$ cat src/rtl/spawn_pkg.sv
// Shared encodings, default parameters and helpers for the spawn scheduler.
package spawn_pkg;

   localparam int unsigned DEF_RANGE     = 20;
   localparam int unsigned DEF_MIN_GAP   = 30;
   localparam logic [7:0]  DEF_GAP_MASK  = 8'h0F;
   localparam int unsigned DEF_MAX_RETRY = 4;
   localparam int unsigned TIMER_W       = 9;

   localparam logic [2:0] ST_IDLE      = 3'd0;
   localparam logic [2:0] ST_DRAW_LANE = 3'd1;
   localparam logic [2:0] ST_DRAW_GAP  = 3'd2;
   localparam logic [2:0] ST_WAIT      = 3'd3;
   localparam logic [2:0] ST_OFFER     = 3'd4;

   typedef enum logic [2:0] {
      S_IDLE      = ST_IDLE,
      S_DRAW_LANE = ST_DRAW_LANE,
      S_DRAW_GAP  = ST_DRAW_GAP,
      S_WAIT      = ST_WAIT,
      S_OFFER     = ST_OFFER
   } state_e;

   // Gap length: minimum plus masked random bits, kept at full timer width.
   function automatic logic [TIMER_W-1:0] gap_len(input logic [7:0] rnd,
                                                  input int unsigned min_gap,
                                                  input logic [7:0] mask);
      return TIMER_W'(min_gap) + TIMER_W'(rnd & mask);
   endfunction

endpackage

$ cat src/rtl/spawn_scheduler_gap_timer.sv
// gap_timer: loadable down-counter; expire_o is high while the count equals one.
module gap_timer
   import spawn_pkg::*;
(
   input  logic               clk_i,
   input  logic               rst_i,
   input  logic               load_i,
   input  logic [TIMER_W-1:0] load_val_i,
   input  logic               dec_i,
   output logic               expire_o
);

   logic [TIMER_W-1:0] count_q, count_d;
   logic               expire_q;

   // Next count: load wins over decrement; never wraps below zero.
   always_comb begin
      count_d = count_q;
      if (load_i) begin
         count_d = load_val_i;
      end else if (dec_i && (count_q != '0)) begin
         count_d = count_q - TIMER_W'(1);
      end
   end

   // Count register with expire flag precomputed from the next count.
   always_ff @(posedge clk_i) begin
      if (rst_i) begin
         count_q  <= '0;
         expire_q <= 1'b0;
      end else begin
         count_q  <= count_d;
         expire_q <= (count_d == TIMER_W'(1));
      end
   end

   assign expire_o = expire_q;

endmodule

$ cat src/rtl/spawn_scheduler.sv
// spawn_scheduler: turns LFSR bytes into timed lane spawn offers.
// Optional feature macro: SPAWN_NO_REPEAT_EN (reject a repeat of the last accepted lane).
module spawn_scheduler
   import spawn_pkg::*;
#(
   parameter int unsigned RANGE     = DEF_RANGE,
   parameter int unsigned MIN_GAP   = DEF_MIN_GAP,
   parameter logic [7:0]  GAP_MASK  = DEF_GAP_MASK,
   parameter int unsigned MAX_RETRY = DEF_MAX_RETRY,
   localparam int unsigned LANE_W   = $clog2(RANGE)
)(
   input  logic              clock,
   input  logic              reset,
   input  logic              go,
   input  logic [7:0]        rnd_in,
   output logic              rnd_en,
   output logic              spawn_valid,
   input  logic              spawn_ready,
   output logic [LANE_W-1:0] spawn_lane,
   output logic [7:0]        spawn_count,
   output logic [7:0]        fallback_cnt
);

   localparam int unsigned RETRY_W = (MAX_RETRY > 1) ? $clog2(MAX_RETRY) : 1;

   state_e              state_q, state_d;
   logic [LANE_W-1:0]   lane_q, lane_d;
   logic [RETRY_W-1:0]  retry_q, retry_d;
   logic [7:0]          count_q, count_d;
   logic [7:0]          fb_q, fb_d;
   logic                rnd_en_q, valid_q;
   logic                tmr_load, tmr_dec, tmr_expire;

   logic [LANE_W-1:0]   cand;
   logic                cand_reject;
   logic [LANE_W-1:0]   fallback_lane;

`ifdef SPAWN_NO_REPEAT_EN
   logic [LANE_W-1:0]   prev_lane_q, prev_lane_d;
   logic                prev_vld_q, prev_vld_d;
`endif

   assign cand = rnd_in[LANE_W-1:0];

   // Candidate rejection and fallback lane selection.
`ifdef SPAWN_NO_REPEAT_EN
   assign cand_reject   = (9'(cand) >= 9'(RANGE)) || (prev_vld_q && (cand == prev_lane_q));
   assign fallback_lane = (prev_lane_q == '0) ? LANE_W'(1) : '0;
`else
   assign cand_reject   = (9'(cand) >= 9'(RANGE));
   assign fallback_lane = '0;
`endif

   gap_timer u_gap_timer (
      .clk_i      (clock),
      .rst_i      (reset),
      .load_i     (tmr_load),
      .load_val_i (gap_len(rnd_in, MIN_GAP, GAP_MASK)),
      .dec_i      (tmr_dec),
      .expire_o   (tmr_expire)
   );

   // Next-state, draw and handshake bookkeeping.
   always_comb begin
      state_d  = state_q;
      lane_d   = lane_q;
      retry_d  = retry_q;
      count_d  = count_q;
      fb_d     = fb_q;
      tmr_load = 1'b0;
      tmr_dec  = 1'b0;
`ifdef SPAWN_NO_REPEAT_EN
      prev_lane_d = prev_lane_q;
      prev_vld_d  = prev_vld_q;
`endif
      unique case (state_q)
         S_IDLE: begin
            if (go) state_d = S_DRAW_LANE;
         end
         S_DRAW_LANE: begin
            if (!cand_reject) begin
               lane_d  = cand;
               retry_d = '0;
               state_d = S_DRAW_GAP;
            end else if (retry_q == RETRY_W'(MAX_RETRY - 1)) begin
               lane_d  = fallback_lane;
               retry_d = '0;
               if (fb_q != 8'hFF) fb_d = fb_q + 8'd1;
               state_d = S_DRAW_GAP;
            end else begin
               retry_d = retry_q + RETRY_W'(1);
            end
         end
         S_DRAW_GAP: begin
            tmr_load = 1'b1;
            state_d  = S_WAIT;
         end
         S_WAIT: begin
            tmr_dec = 1'b1;
            if (tmr_expire) state_d = S_OFFER;
         end
         S_OFFER: begin
            if (spawn_ready) begin
               count_d = count_q + 8'd1;
               state_d = go ? S_DRAW_LANE : S_IDLE;
`ifdef SPAWN_NO_REPEAT_EN
               prev_lane_d = lane_q;
               prev_vld_d  = 1'b1;
`endif
            end
         end
         default: state_d = S_IDLE;
      endcase
   end

   // State and registered outputs; rnd_en/valid are decoded from the next state.
   always_ff @(posedge clock) begin
      if (reset) begin
         state_q  <= S_IDLE;
         lane_q   <= '0;
         retry_q  <= '0;
         count_q  <= '0;
         fb_q     <= '0;
         rnd_en_q <= 1'b0;
         valid_q  <= 1'b0;
      end else begin
         state_q  <= state_d;
         lane_q   <= lane_d;
         retry_q  <= retry_d;
         count_q  <= count_d;
         fb_q     <= fb_d;
         rnd_en_q <= (state_d == S_DRAW_LANE) || (state_d == S_DRAW_GAP);
         valid_q  <= (state_d == S_OFFER);
      end
   end

`ifdef SPAWN_NO_REPEAT_EN
   // Last accepted lane, for repeat rejection.
   always_ff @(posedge clock) begin
      if (reset) begin
         prev_lane_q <= '0;
         prev_vld_q  <= 1'b0;
      end else begin
         prev_lane_q <= prev_lane_d;
         prev_vld_q  <= prev_vld_d;
      end
   end
`endif

   assign rnd_en       = rnd_en_q;
   assign spawn_valid  = valid_q;
   assign spawn_lane   = lane_q;
   assign spawn_count  = count_q;
   assign fallback_cnt = fb_q;

endmodule

$ cat config.mk
export PLATFORM = sky130hd
export DESIGN_NAME = spawn_scheduler
export DESIGN_NICKNAME = d
export VERILOG_FILES = /design/src/rtl/spawn_pkg.sv /design/src/rtl/spawn_scheduler_gap_timer.sv /design/src/rtl/spawn_scheduler.sv
export SDC_FILE = /design/constraint.sdc
export NUM_CORES = 1
export LEC_CHECK = 0
export BUFFER_PORTS_ARGS = -buffer_cell sky130_fd_sc_hd__buf_2
export CORE_MARGIN = 8
export CORE_UTILIZATION = 45
export CTS_CLUSTER_DIAMETER = 150
export DETAILED_ROUTE_END_ITERATION = 8
export HOLD_SLACK_MARGIN = 0.03
export PLACE_DENSITY = 0.69
export SYNTH_ARGS = -nofsm -noshare
export SYNTH_HDL_FRONTEND = slang
export SYNTH_SLANG_ARGS = --single-unit
$ cat constraint.sdc
create_clock -name clock -period 1.8 [get_ports clock]
set_input_delay 0.18 -clock clock [delete_from_list [all_inputs] [get_ports clock]]
set_output_delay 0.18 -clock clock [all_outputs]
set_load 0.05 [all_outputs]
# Word-level counts from Yosys, hierarchy flattened
# Cells that the tools add are included.
[word_totals]
regBits = 38
latchBits = 0
ram_bits = 0
rom_bits = 0
out_inout_bits = 23
memories = 0
[classes]
n_addsub = 5
n_mul = 0
n_div = 0
magnitude_cmp = 1
n_eq_ne = 11
n_shift = 0
mux = 15
n_bitwise = 0
reduce_logical = 7
[ops]
columns = ["op", "n"]
rows = [
  ["9-bit two-way mux", 2],
  ["8-bit by 1-bit adder with 8-bit output, second input constant", 2],
  ["3-bit two-way mux", 5],
  ["3-bit one-hot mux with 5 select lines", 1],
  ["5-bit two-way mux", 2],
  ["3-bit by 2-bit == test with 1-bit output, second input constant", 3],
  ["9-bit by 1-bit == test with 1-bit output, second input constant", 1],
  ["9-bit nonzero test", 1],
  ["9-bit by 1-bit subtractor with 9-bit output, second input constant", 1],
  ["8-bit != test, second input constant", 1],
  ["5-bit by 4-bit adder with 6-bit output, first input constant", 1],
  ["3-bit by 1-bit == test with 1-bit output, second input constant", 2],
  ["3-bit == test, second input constant", 2],
  ["5-bit greater-or-equal comparator, second input constant", 1],
  ["2-bit two-way mux", 2],
  ["2-bit AND reduction", 2],
  ["4-bit AND reduction", 1],
  ["3-bit logical NOT", 1],
  ["1-bit two-way mux", 3],
  ["2-bit by 1-bit adder with 2-bit output, second input constant", 1],
  ["2-bit == test, second input constant", 1],
  ["2-bit by 1-bit != test with 1-bit output, second input constant", 1],
  ["1-bit logical AND", 1],
  ["1-bit logical OR", 1],
]

# Depth between registers and ports, before layout
[logic_depth]
depth_word = 6
mapped_depth = 8
mapped_depth_nobuf = 8

# By module
# From an unflattened synthesis, not the netlist that was laid out.
[unflattened]
cells_unflattened = 234
hier_area_um2 = 2005.7
[by_module_without_submodules]
columns = ["module", "n_inst", "cells_each", "area_per_inst_um2", "seq_area_each_um2"]
rows = [
  ["spawn_scheduler", 1, 156, 1347.5, 560.5],
  ["gap_timer", 1, 78, 658.1, 200.2],
]

# Worst setup path before layout
# No wires, ideal clock.
[synth_path]
path_kind = "register to register"
startpoint = "register fb_q[0] (netlist: fallback_cnt[0])"
endpoint = "register fb_q[0] (netlist: fallback_cnt[0])"
setup_time_ns = 0.128
arrival_time_ns = 1.647
path_slack_ns = 0.025
stages_incl_launch_ff = 7
path_buffers = 0
synth_period_minus_slack_ns = 1.775
path_cell_list = "dfxtp_1 ha_1 nand3_1 nor2_1 nor2_1 xnor2_1 nor2_1"
[synth_via]
elab_chain_cells = 2
[synth_rtl]
columns = ["element", "line_no", "source"]
rows = [
  ["from (decl)", "spawn_scheduler.sv:30", "logic [7:0] fb_q, fb_d;"],
  ["from (signal assigned)", "spawn_scheduler.sv:123", "fb_q <= '0;"],
  ["from (signal assigned)", "spawn_scheduler.sv:131", "fb_q <= fb_d;"],
  ["branches (longest 2 deep; another with 8-bit by 1-bit adder with 8-bit output)", "-", ""],
]
# Several ways; the timed one is not identified.
# A chain may end at the register's enable or synchronous reset.

# Final worst setup path
[layout_path]
startpoint = "register u_gap_timer.count_q[2]"
endpoint = "register u_gap_timer.expire_q (netlist: u_gap_timer.expire_o)"
[layout_via]
elab_chain_cells = 5
[layout_rtl]
columns = ["element", "line_no", "source"]
rows = [
  ["from (decl)", "spawn_scheduler_gap_timer.sv:13", "logic [TIMER_W-1:0] count_q, count_d;"],
  ["from (signal assigned)", "spawn_scheduler_gap_timer.sv:32", "count_q <= count_d;"],
  ["branches (longest 2 deep; another with 9-bit by 1-bit subtractor with 9-bit output)", "-", ""],
  ["9-bit two-way mux *", "spawn_scheduler_gap_timer.sv:21", "end else if (dec_i && (count_q != '0)) begin"],
  ["9-bit two-way mux *", "spawn_scheduler_gap_timer.sv:19", "if (load_i) begin"],
  ["9-bit by 1-bit == test with 1-bit output *", "spawn_scheduler_gap_timer.sv:33", "expire_q <= (count_d == TIMER_W'(1));"],
  ["to (signal assigned)", "spawn_scheduler_gap_timer.sv:33", ""],
  ["to (decl)", "spawn_scheduler_gap_timer.sv:14", "logic expire_q;"],
]
# Every way passes the cells marked *.

==> impl_metrics.yaml <==
setup_path:
  end_kind: "flop"
  cp_max_fo: 7
  crit_arrival_ns: 2.07
  reg2reg_slack_ns: -0.08
  crit_type: "reg2reg"
  cp.required_ns: 1.99
  rr_worst_depth: 5
  startpoint_type: "flop"
cells_and_area:
  stdcell_area_sq_um: 2450
  antenna_cells: 0
  syn2layout_area_growth_pct: 24.3
  final_nets: 285
  layout-drive-gt1-share_pct: 29.5
  fillers: 388
clock_network:
  clk_pin_slew_ns: 0.08
  cts_tree: "built"
  cts_root_buf: "clkbuf_8"
  hold_buffers: 0
  clock-sinks: 38
  numCtsBuffers: 5
  clock_latency_ns: 0.29
  cts_buffer_depth: 2
  htree_levels: 2
synthesis:
  yosys_register_bits: 38
  synth_edf_count: 0
  synth_top_family_by_area: "simple AND/OR/NAND/NOR gates"
  synthMuxAreaShare_pct: 2.03
  synth_top_area_share_pct: 38.5
  synth_fa_ha_area_share_pct: 3.80
  ys_types: 55
  yosys.area_share.xor_xnor_pct: 6.21
  synth_nets: 239
  synthSimpleGateAreaFrac_pct: 29.0
  async_flop_share_pct: 0
  avgSynthCellArea_sq_um: 8.93
  yosysWarnings: 0
  syn-cell-area_sq_um: 1970
  ys.flop_type: "dfxtp_1"
  postSynthCellCount: 221
  synth_area_leader_cell: "dfxtp_1"
  synth_compound_area_share_pct: 15.0
  yosysSeqAreaShare_pct: 38.5
  synthTopCellsByArea: "dfxtp_1, nor2_1, xnor2_1, ha_1, xor2_1"
sta:
  hold_viol: 0
  period_needed_ns: 1.88
  hold_slack_ns: 0.165
  maxSlewViolCount: 0
  worst_pin_slew_ns: 0.460
  finalWorstSetupSlack_ns: -0.0765
  rsz0062_at_grt: "true"
  setup_viol: 1
  fin_skew_ns: 0.00390
  slew_headroom_pct: 69.1
  period_share_pct: 104
  timing.fmax_mhz: 533
floorplanning:
  die_y_um: 82.2
  die-area_sq_um: 6760
  core-area_sq_um: 4290
  initial_core_util_pct: 46.0
  die_w_um: 82.2
  ios: 35
  rows: 24
pwr:
  leakage_nw: 1.01
  p_per_area_nw_per_um2: 964
  peakVddDrop_uv: 566
job:
  maxCapViolCount: 0
hold_path:
  holdCritPathClass: "in2reg"
  hold-path-cell-count: 3
global_route:
  grt_pass1_wl_um: 7800
  track_usage_pct: 14.5
  antenna_found_initial: 0
  overflow: 0
  grt_max_degree: 34
  grt_pass1_vias: 1701
route:
  drtIter0Drc: 103
  vias: 1745
  routed_wl_um: 4670
  drc: 0
  drtPass1Iterations: 4
  wl_per_cell_um: 14.6
  ant_nets: 0
  viasPerCell: 5.45
place:
  place_area_sq_um: 2260
  dpl.hpwl_um: 3360
  gp_congestion: 0.855
  io_buffer_count: 31
status:
  violations: "setup timing"
  status: "finished, violations left"
## registers in the layout, summed over array words and instances, names as in the netlist
name / cells
u_gap_timer.count_q: 9
rnd_en: 1
state_q: 3
u_gap_timer.expire_o: 1
retry_q: 2
spawn_valid: 1
spawn_count: 8
fallback_cnt: 8
spawn_lane: 5
## logic make-up after synthesis
family	Yosys count
simple gates	98
fa+ha+maj	6
compound gates	40
buf+inv	21
xor+xnor	14
mux	4
flops	38
## per-layer routing
| metal | wire length (um) | vias up | GRT usage (%) |
|---|---|---|---|
| li1 | - | 887 | - |
| met1 | 2220 | 801 | 18.3 |
| met2 | 2080 | 46 | 22.1 |
| met3 | 285 | 11 | 4.11 |
| met4 | 83 | 0 | 7.37 |
| met5 | 0 | - | 0 |
## path summary, 6_finish.rpt
path	from	end
hold / removal	rnd_in[0]	spawn_lane[0]$_SDFFE_PP0P_
hold reg to reg	retry_q[1]$_SDFFE_PP0P_	retry_q[1]$_SDFFE_PP0P_
setup reg to reg	u_gap_timer.count_q[2]$_SDFF_PP0_	u_gap_timer.expire_o$_SDFF_PP0_
setup / recovery	u_gap_timer.count_q[2]$_SDFF_PP0_	u_gap_timer.expire_o$_SDFF_PP0_
## cells in the final DEF, fill, tap and decap left out, types with 3 or more instances in the layout
master,n
a21oi_1,7
buf_4,19
nor2_1,37
mux2i_1,4
clkbuf_8,5
ha_1,5
nor3_1,7
nand4_1,4
nand2b_1,3
buf_2,31
and2_1,4
xor2_1,5
xnor2_1,9
dfxtp_1,36
a22oi_1,5
a31oi_1,3
nand3_1,8
nor4_1,4
inv_1,8
nand2_1,7
o21ai_0,5
## final cells by class
cell class	instances	area, sq um	share of cell area, %
Multi-Input combinational cell	162	1150	47.0
Sequential cell	38	763	31.1
Timing Repair Buffer	50	298	12.1
Clock buffer	5	68.8	2.80
Clock inverter	3	68.8	2.80
Tap cell	52	65.1	2.65
Inverter	10	37.5	1.53
## worst max-delay path, stage by stage, from the launching register on
cell,delay (ns)
dfxtp_1,0.42
nor4b_4,0.45
nand2_2,0.12
o41ai_4,0.37
o2111ai_2,0.17
nor4_2,0.25
## where the power goes
group	internal, mW	leakage, nW	switching (mW)
logic	0.256	0.637	0.311
clock network	0.555	0.0683	0.313
registers	0.885	0.309	0.0470
total	1.70	1.01	0.670
## what timing repair did
item,4_1_cts,5_1_grt
endpoints found under the setup margin,1,3
pin swaps,1,5
cloned,0,0
buffers inserted,0,1
gates resized for setup,3,9
## per-stage QoR
step           setup TNS, ns  std cells  utilization, %  power, mW  setup WS (ns)
6_report             -0.0765        320            57.2       2.37        -0.0765
5_1_grt               -0.148        320            57.2       2.47         -0.148
4_1_cts                    0        319            56.4       2.35        0.00585
3_5_place_dp         -0.0194        311            52.6       1.46        -0.0194
3_3_place_gp        -0.00470        311            52.6       1.46       -0.00470
2_1_floorplan              0        221               -       1.31         0.0255
## Yosys cell counts (3+ instances only)
master	n
a211oi_1	3
a21oi_1	7
and2_1	4
nand2_1	8
buf_6	3
nor4_2	3
nor4_1	4
nor2_1	37
xor2_1	5
a31oi_1	3
ha_1	6
nand3_1	8
a22oi_1	5
dfxtp_1	38
mux2i_1	4
o21ai_0	5
xnor2_1	9
nor3_1	7
nand2b_1	3
clkbuf_1	5
nand4_1	4
inv_1	10
Power figures use the tool's default switching activity.
